<file path="src/rtl/rf_write_arbiter.sv">
// Register-file write-port owner: clears every register after reset, then arbitrates
// writeback, multi-cycle unit and debug writes onto a single registered rf write port.
module rf_write_arbiter #(
    parameter int DATA_W   = 32,
    parameter int REG_AW   = 3,
    parameter int MAX_WAIT = 4
) (
    input  logic              clk,
    input  logic              rst,
    input  logic              wb_valid,
    input  logic [REG_AW-1:0] wb_reg,
    input  logic [DATA_W-1:0] wb_data,
    output logic              wb_stall,
    input  logic              mc_valid,
    input  logic [REG_AW-1:0] mc_reg,
    input  logic [DATA_W-1:0] mc_data,
    output logic              mc_ready,
    input  logic              dbg_valid,
    input  logic [REG_AW-1:0] dbg_reg,
    input  logic [DATA_W-1:0] dbg_data,
    output logic              dbg_ready,
    output logic [REG_AW-1:0] rf_write_reg,
    output logic [DATA_W-1:0] rf_write_data,
    output logic              rf_write_en,
    output logic              init_done
);

    localparam int NUM_REGS = 2 ** REG_AW;
    localparam int WAIT_W   = $clog2(MAX_WAIT + 1);

    localparam logic [0:0] ST_INIT = 1'b0;
    localparam logic [0:0] ST_RUN  = 1'b1;

    localparam logic [REG_AW-1:0] LAST_REG = REG_AW'(NUM_REGS - 1);
    localparam logic [WAIT_W-1:0] WAIT_MAX = WAIT_W'(MAX_WAIT);

    logic [0:0]        state_q, state_d;
    logic [REG_AW-1:0] clr_cnt_q, clr_cnt_d;
    logic [WAIT_W-1:0] wait_cnt_q, wait_cnt_d;

    logic              wr_en_q, wr_en_d;
    logic [REG_AW-1:0] wr_reg_q, wr_reg_d;
    logic [DATA_W-1:0] wr_data_q, wr_data_d;

    logic              stall_c;
    logic              mc_grant;
    logic              dbg_grant;
    logic              force_mc;

    // mc has waited long enough: it wins over writeback for exactly one cycle
    assign force_mc = (wait_cnt_q == WAIT_MAX) && mc_valid;

    always_comb begin
        state_d    = state_q;
        clr_cnt_d  = clr_cnt_q;
        wait_cnt_d = wait_cnt_q;
        wr_en_d    = 1'b0;
        wr_reg_d   = '0;
        wr_data_d  = '0;
        stall_c    = 1'b1;
        mc_grant   = 1'b0;
        dbg_grant  = 1'b0;

        case (state_q)
            ST_INIT: begin
                wr_en_d   = 1'b1;
                wr_reg_d  = clr_cnt_q;
                clr_cnt_d = clr_cnt_q + 1'b1;
                if (clr_cnt_q == LAST_REG) begin
                    state_d = ST_RUN;
                end
            end
            default: begin
                stall_c = 1'b0;
                if (force_mc) begin
                    mc_grant = 1'b1;
                    stall_c  = 1'b1;
                end else if (wb_valid) begin
                    wr_en_d   = 1'b1;
                    wr_reg_d  = wb_reg;
                    wr_data_d = wb_data;
                end else if (mc_valid) begin
                    mc_grant = 1'b1;
                end else if (dbg_valid) begin
                    dbg_grant = 1'b1;
                    wr_en_d   = 1'b1;
                    wr_reg_d  = dbg_reg;
                    wr_data_d = dbg_data;
                end

                if (mc_grant) begin
                    wr_en_d   = 1'b1;
                    wr_reg_d  = mc_reg;
                    wr_data_d = mc_data;
                end

                if (!mc_valid || mc_grant) begin
                    wait_cnt_d = '0;
                end else if (wait_cnt_q != WAIT_MAX) begin
                    wait_cnt_d = wait_cnt_q + 1'b1;
                end
            end
        endcase
    end

    always_ff @(posedge clk or posedge rst) begin
        if (rst) begin
            state_q    <= ST_INIT;
            clr_cnt_q  <= '0;
            wait_cnt_q <= '0;
            wr_en_q    <= 1'b0;
            wr_reg_q   <= '0;
            wr_data_q  <= '0;
        end else begin
            state_q    <= state_d;
            clr_cnt_q  <= clr_cnt_d;
            wait_cnt_q <= wait_cnt_d;
            wr_en_q    <= wr_en_d;
            wr_reg_q   <= wr_reg_d;
            wr_data_q  <= wr_data_d;
        end
    end

    assign wb_stall      = stall_c;
    assign mc_ready      = mc_grant;
    assign dbg_ready     = dbg_grant;
    assign rf_write_en   = wr_en_q;
    assign rf_write_reg  = wr_reg_q;
    assign rf_write_data = wr_data_q;
    assign init_done     = (state_q == ST_RUN);

endmodule

</file>
<file path="config.mk">
export PLATFORM = sky130hd
export DESIGN_NAME = rf_write_arbiter
export DESIGN_NICKNAME = d
export VERILOG_FILES = /design/src/rtl/rf_write_arbiter.sv
export SDC_FILE = /design/constraint.sdc
export NUM_CORES = 1
export LEC_CHECK = 0
export CAP_MARGIN = 20
export CORE_MARGIN = 2
export CORE_UTILIZATION = 38
export CTS_CLUSTER_SIZE = 16
export DETAILED_ROUTE_END_ITERATION = 6
export PLACE_DENSITY = 0.86
export SETUP_SLACK_MARGIN = 0.1
export SKIP_CTS_REPAIR_TIMING = 1
export SYNTH_ARGS = -nofsm -noshare
export SYNTH_HDL_FRONTEND = slang
export SYNTH_SLANG_ARGS = --single-unit
</file>
<file path="constraint.sdc">
create_clock -name clk -period 2.4 [get_ports clk]
set_input_delay 0.6 -clock clk [delete_from_list [all_inputs] [get_ports clk]]
set_output_delay 0.6 -clock clk [all_outputs]
set_load 0.02 [all_outputs]
</file>
======== Word-level counts from Yosys, hierarchy flattened ========
Index checks and enable logic that the tools add are counted.
word-level totals
  register bits after elaboration ......... 43
  bits of input ports ..................... 110
  output and inout port bits .............. 40
operators by class
  add/sub/neg operators ................... 2
  eq/ne operators ......................... 3
  multiplexer cells ....................... 32
  reduce and logical (&&, ||, !) cells .... 5
operators by type and width
  operator                                     number
  2-to-1 mux 32 bit                            6
  2-to-1 mux 3 bit                             8
  2-to-1 mux 1 bit                             18
  adder 3 x 1 -> 3 bit, second input constant  2
  == test 3 bit, second input constant         2
  != test 3 bit, second input constant         1
  AND reduction 2 bit                          1
  nonzero test 2 bit                           1
  logical AND 1 bit                            1
  logical NOT 1 bit                            1
  logical OR 1 bit                             1

======== Depth between registers and ports, before layout ========
Gate-level depths: netlist of run 1.
  word-level depth ........................ 7
  mapped depth ............................ 6
  depth with buffers taken out ............ 5

======== Worst setup path after synthesis of run 1 ========
No wires, ideal clock.
  path kind ............................... input -> output
  start point ............................. input wb_valid
  end point ............................... output dbg_ready
  arrival time ............................ 1.343 ns
  path slack .............................. 0.457 ns
  stages on the path ...................... 3
  cells stage by stage .................... nor3b_2 -> buf_2 -> and2_1
on the way
  cells in the longest elaborated chain, start to end .. 3
ends and longest elaborated chain
  what              RTL line  RTL
  from (decl)       10        input logic wb_valid,
  2-to-1 mux 1 bit  78        end else if (wb_valid) begin
  2-to-1 mux 1 bit  75        if (force_mc) begin
  2-to-1 mux 1 bit  64        case (state_q)
  to (decl)         21        output logic dbg_ready,
No other way between the ends.

======== Worst setup path after layout of run 1 ========
  start point ............................. input dbg_valid
  end point ............................... output dbg_ready
on the way
  cells in the longest elaborated chain, start to end .. 5
ends and longest elaborated chain
  what              RTL line  RTL
  from (decl)       18        input logic dbg_valid,
  2-to-1 mux 1 bit  84        end else if (dbg_valid) begin
  2-to-1 mux 1 bit  82        end else if (mc_valid) begin
  2-to-1 mux 1 bit  78
  2-to-1 mux 1 bit  75
  2-to-1 mux 1 bit  64
No other way between the ends.

==> out/metrics.yaml, run 1 <==
yosysTopAreaCellShare_pct: 49.5
slew_viol_final: 0
setup_viol: 0
crit_slowest_cell: "clkdlybuf4s50_1"
post-route-period-util_pct: 91.9
routabilityCongestion: 0.771
clk_pin_slew_worst_paths_ps: 80
dieArea_sq_um: 6350
yosys.area.top_type: "dfrtp_1"
yosys_register_bits: 43
largest_register_ffs: 32
powerDensity_nw_per_um2: 497
pre_cts_slack_ps: -322
fin_total_pwr_uw: 1930
antenna_found_initial: 0
nNetsFinal: 467
die_y_um: 79.7
syn_avg_cell_area_sq_um: 10.5
ys_seq_area_share_pct: 49.5
drive_gt1_share_pct: 8.76
drc_errors: 0
worst_pin_slew_ps: 595
crit_path_cell_trace: "clkdlybuf4s50_1, nor3b_4, and2_1, clkbuf_2"
htree_levels: 2
yosysWarnings: 0
first_pass_iters: 4
synthCells: 207
grt.total_usage_pct: 21.8
die_w_um: 79.7
synthToLayoutAreaGrowth_pct: 78.2
core_area_sq_um: 5510
rows: 27
ir_worst_vdd_v: 0.000289
setup_ws_ps: 195
fmax_mhz: 453
clock_tree.buffer_depth: 2
via_per_inst: 5.32
arrival_ps: 1610
p_leak_uw: 0.00161
worstSetupPathType: "primary input to primary output"
worst_path_dominant_cell_family: "buffers and inverters"
critPathMaxStageDelay_ps: 500
grt_pass1_vias: 2276
clkSinkCount: 43
crit_path_end_kind: "primary output"
hpwl_mm: 5.33
vias: 2268
critical_path_required_ps: 1800
initial_core_util_pct: 39.5
root_buffer: "clkbuf_8"
min_path_type: "flop to flop"
cap_violations: 0
slew_headroom_pct: 60.3
wl_mm: 7.00
clock_skew_ps: 4.58
synth_area_leaders: "dfrtp_1, o31ai_1, a22oi_1"
synth_area_sq_um: 2180
portBuffers: 149
crit_path_start_kind: "primary input"
critPathMaxFanout: 3
syn_nets: 321
drtIter0Drc: 80
yosys.cell_types.count: 28
hold_viol: 0
routedWlPerCell_um: 16.4
cts_tree: "yes"
cts_buffers: 5
grt_max_degree: 37
rsz0062_at_grt: "false"
grt_overflow: 0
path_buf_inv: 2
fin_crit_ps: 2210
antenna_cells: 0
nFillCells: 434
clk_latency_ps: 280
ant_nets: 0
utilization_pct: 70.4
grt_pass1_wl_mm: 10.7
status: "finished, final reports clean"
io_pins: 150
-- power breakdown --
| group | total (uW) | switching, uW | internal, uW | leakage [uW] |
|---|---|---|---|---|
| Sequential | 796 | 15.5 | 781 | 0.000524 |
| Clock | 577 | 240 | 337 | 0.0000612 |
| Combinational | 556 | 235 | 320 | 0.00102 |
-- worst reg2reg max path: cells and delay by family, from the launching register on --
kind                       cells  cell delay (ps)
AOI/OAI and AO/OA              3              660
buffers and inverters          2              230
DFF                            1              360
adders and majority gates      1              230
-- synth_stat cells --
cell and number:
a21boi_4 1, a22oi_1 32, clkbuf_1 8, mux2_2 2, or4b_1 1, buf_6 3
xnor2_1 1, o31ai_1 36, and3_1 1, nand4_1 1, nand3b_1 1, nand3_1 1
o22ai_1 4, a21oi_1 32, inv_1 6, ha_1 4, nor2b_1 4, dfrtp_1 43
a222oi_1 3, nor3b_2 1, o21ai_1 1, and2_1 1, o2bb2ai_1 1, a21bo_2 1
nand2_1 4, inv_2 1, or2_2 1, buf_2 12
-- kinds of logic (layout without fill, tap and decap cells) --
kind of cell | Yosys count | after routing | share of synthesized area (%)
AO/OA/AOI/OAI | 111 | 111 | 35.3
XOR/XNOR | 1 | 1 | 0.403
adder cells (fa/ha/maj) | 4 | 4 | 2.30
buffers and inverters | 30 | 177 | 6.90
flip-flops | 43 | 43 | 49.5
multiplexers | 2 | 2 | 1.04
AND/OR/NAND/NOR | 16 | 16 | 4.60
-- area by class of cell --
cell class                      instances  area, sq um  share of cell area (%)
Clock buffer                            6         82.6                    2.13
Clock inverter                          2         35.0                   0.904
Inverter                                7         26.3                   0.678
Multi-Input combinational cell        134          958                    24.7
Sequential cell                        43         1080                    27.8
Tap cell                               72         90.1                    2.32
Timing Repair Buffer                  162         1610                    41.5
-- cells in the final DEF (no fill, tap or decap) --
cell	Yosys	final
and3_1	1	1
a22oi_1	32	32
dlymetal6s2s_1	0	5
a21oi_1	32	32
nand3_1	1	1
nand4_1	1	1
or4b_1	1	1
o31ai_1	36	36
mux2_2	2	2
a21bo_2	1	1
ha_2	0	1
xnor2_1	1	1
buf_4	0	12
o2bb2ai_1	1	1
clkbuf_8	0	6
nor2b_1	4	4
nand3b_1	1	1
o21ai_1	1	1
nor3b_4	0	1
and2_1	1	1
a21boi_4	1	1
bufinv_16	0	1
o22ai_1	4	4
or2_2	1	1
clkdlybuf4s50_1	0	143
inv_2	1	2
clkbuf_2	0	1
a222oi_1	3	3
dfrtp_1	43	43
clkinv_2	0	1
buf_12	0	1
nand2_1	4	4
inv_1	6	5
ha_1	4	3
-- per-layer routing --
metal / GRT usage, % / routed length (um) / part of all wire (%)
met5: 0 / 0 / 0
met4: 5.69 / 85 / 1.2
met1: 24.5 / 2710 / 39
met3: 5.32 / 573 / 8.2
met2: 40.6 / 3640 / 52
-- metrics by stage --
stage | TNS, ps | hold WS (ps) | std cells | area, sq um
final | 0 | 505 | 426 | 3880
after detailed placement | -774 | 489 | 418 | 3750
after global placement | -722 | 487 | 418 | 3750
after CTS | -787 | 504 | 426 | 3870
after floorplan | 0 | 464 | 207 | 2180
after global routing | 0 | 528 | 426 | 3880
-- final timing paths --
| path | startpoint | to | slack [ps] | cells after the start |
|---|---|---|---|---|
| hold / removal | clr_cnt_q[0]$_DFFE_PP0N_ | clr_cnt_q[0]$_DFFE_PP0N_ | 510 | 1 |
| setup reg to reg | wait_cnt_q[0]$_DFFE_PP0P_ | rf_write_reg[1]$_DFF_PP0_ | 790 | 6 |
| setup / recovery | dbg_valid | dbg_ready | 190 | 4 |
| max in group asynchronous | rst | rf_write_data[15]$_DFF_PP0_ | 1320 | 3 |
| hold reg to reg | clr_cnt_q[0]$_DFFE_PP0N_ | clr_cnt_q[0]$_DFFE_PP0N_ | 510 | 1 |
| min in group asynchronous | rst | rf_write_data[14]$_DFF_PP0_ | 620 | 2 |
Note: power is estimated with default switching activity, not from simulation.
==> inputs of run 2 (changes only) <==
--- a/config.mk
+++ b/config.mk
@@ -11,7 +11,7 @@
 export CTS_CLUSTER_SIZE = 16
 export DETAILED_ROUTE_END_ITERATION = 6
 export PLACE_DENSITY = 0.86
-export SETUP_SLACK_MARGIN = 0.1
+export SETUP_SLACK_MARGIN = 0.15
 export SKIP_CTS_REPAIR_TIMING = 1
 export SYNTH_ARGS = -nofsm -noshare
 export SYNTH_HDL_FRONTEND = slang
==> out/metrics.yaml, run 2 (same netlist as run 1, synthesis figures left out) <==
status: "finished, final reports clean"
via_per_inst: 5.32
grt_max_degree: 37
vias: 2268
fmax_mhz: 455
die_y_um: 79.7
routedWlPerCell_um: 16.4
htree_levels: 2
largest_register_ffs: 32
hold_end: "clr_cnt_q[0]$_DFFE_PP0N_"
setup_viol: 0
portBuffers: 149
clk_pin_slew_worst_paths_ps: 80
grt_pass1_vias: 2276
whs_path_depth: 1
setup_ws_ps: 203
final_cell_mix: "clkdlybuf4s50_1, dfrtp_1, o31ai_1"
fin_crit_ps: 2200
powerDensity_nw_per_um2: 497
synthToLayoutAreaGrowth_pct: 78.2
critical_path_required_ps: 1800
wl_met2_mm: 3.64
fin_total_pwr_uw: 1930
rr_endpoint: "rf_write_reg[1]$_DFF_PP0_"
crit_path_end_kind: "primary output"
post-route-period-util_pct: 91.6
cap_violations: 0
drc_errors: 0
routabilityCongestion: 0.771
clock_skew_ps: 4.58
clock_tree.buffer_depth: 2
rsz0062_at_grt: "true"
worstSetupPathType: "primary input to primary output"
antenna_cells: 0
cts_buffers: 5
io_pins: 150
maxUsedRoutingLayer: "met4"
drive_gt1_share_pct: 8.76
pre_cts_slack_ps: -322
first_pass_iters: 4
dieArea_sq_um: 6350
p_leak_uw: 0.00161
wl_met1_mm: 2.71
worst_pin_slew_ps: 595
wl_mm: 7.00
cts_tree: "yes"
grt_pass1_wl_mm: 10.7
hold_path.startpoint: "clr_cnt_q[0]$_DFFE_PP0N_"
r2r_cells: 6
nNetsFinal: 467
grt_overflow: 0
nFillCells: 434
min_path_type: "flop to flop"
mostFrequentLayoutCell: "clkdlybuf4s50_1"
slew_viol_final: 0
timing.hold.ws_ps: 505
antenna_found_initial: 0
hpwl_mm: 5.33
critPathMaxFanout: 3
arrival_ps: 1600
hold_viol: 0
reg2reg_slack_ps: 790
drtIter0Drc: 80
met3_length_um: 573
slew_headroom_pct: 60.3
clk_latency_ps: 280
die_w_um: 79.7
rr_startpoint: "wait_cnt_q[0]$_DFFE_PP0P_"
root_buffer: "clkbuf_8"
crit_path_start_kind: "primary input"
core_area_sq_um: 5510
clkSinkCount: 43
grt.total_usage_pct: 21.8
rows: 27
ir_worst_vdd_v: 0.000289
ant_nets: 0
initial_core_util_pct: 39.5
## run 2: layout make-up
| cell class | count | area (sq um) | area share (%) |
|---|---|---|---|
| timing repair buffer | 162 | 1610 | 41.5 |
| sequential | 43 | 1080 | 27.8 |
| multi-input combinational | 134 | 958 | 24.7 |
| tap | 72 | 90.1 | 2.32 |
| clock buffer | 6 | 82.6 | 2.13 |
| clock inverter | 2 | 35.0 | 0.904 |
| inverter | 7 | 26.3 | 0.678 |
## run 2: stage by stage
| step | std cells | utilization [%] | area, sq um | setup TNS, ps |
|---|---|---|---|---|
| floorplan | 207 | - | 2180 | 0 |
| global placement | 418 | 68.1 | 3750 | -722 |
| detailed placement | 418 | 68.1 | 3750 | -774 |
| CTS | 426 | 70.2 | 3870 | -787 |
| global route | 426 | 70.4 | 3880 | 0 |
| finish | 426 | 70.4 | 3880 | 0 |
## run 2: worst max path at each step
stage / cells past startpoint / slack (ps) / startpoint / to
after floorplan: 3 / 460 / wb_valid / dbg_ready
after global placement: 4 / -300 / wb_valid / mc_ready
after detailed placement: 4 / -320 / wb_valid / mc_ready
after CTS: 4 / -320 / wb_valid / mc_ready
after global routing: 5 / 130 / wait_cnt_q[0]$_DFFE_PP0P_ / mc_ready
final: 4 / 200 / dbg_valid / dbg_ready
## run 2: power by group
group	total, uW	internal, uW	switching [uW]	leakage [uW]
clock network	577	337	240	0.0000612
logic	556	320	235	0.00102
registers	796	781	15.5	0.000524
total	1930	1440	491	0.00161
## run 2: worst max-delay path, stage by stage
cell and delay, ps:
clkdlybuf4s50_1 500, nor3b_4 190, and2_1 150, buf_2 160
## run 2: metal layers
layer,vias to the layer above,global-route usage (%)
met4,0,5.69
met3,8,5.32
met2,105,40.6
li1,1095,-
met5,-,0
met1,1060,24.5
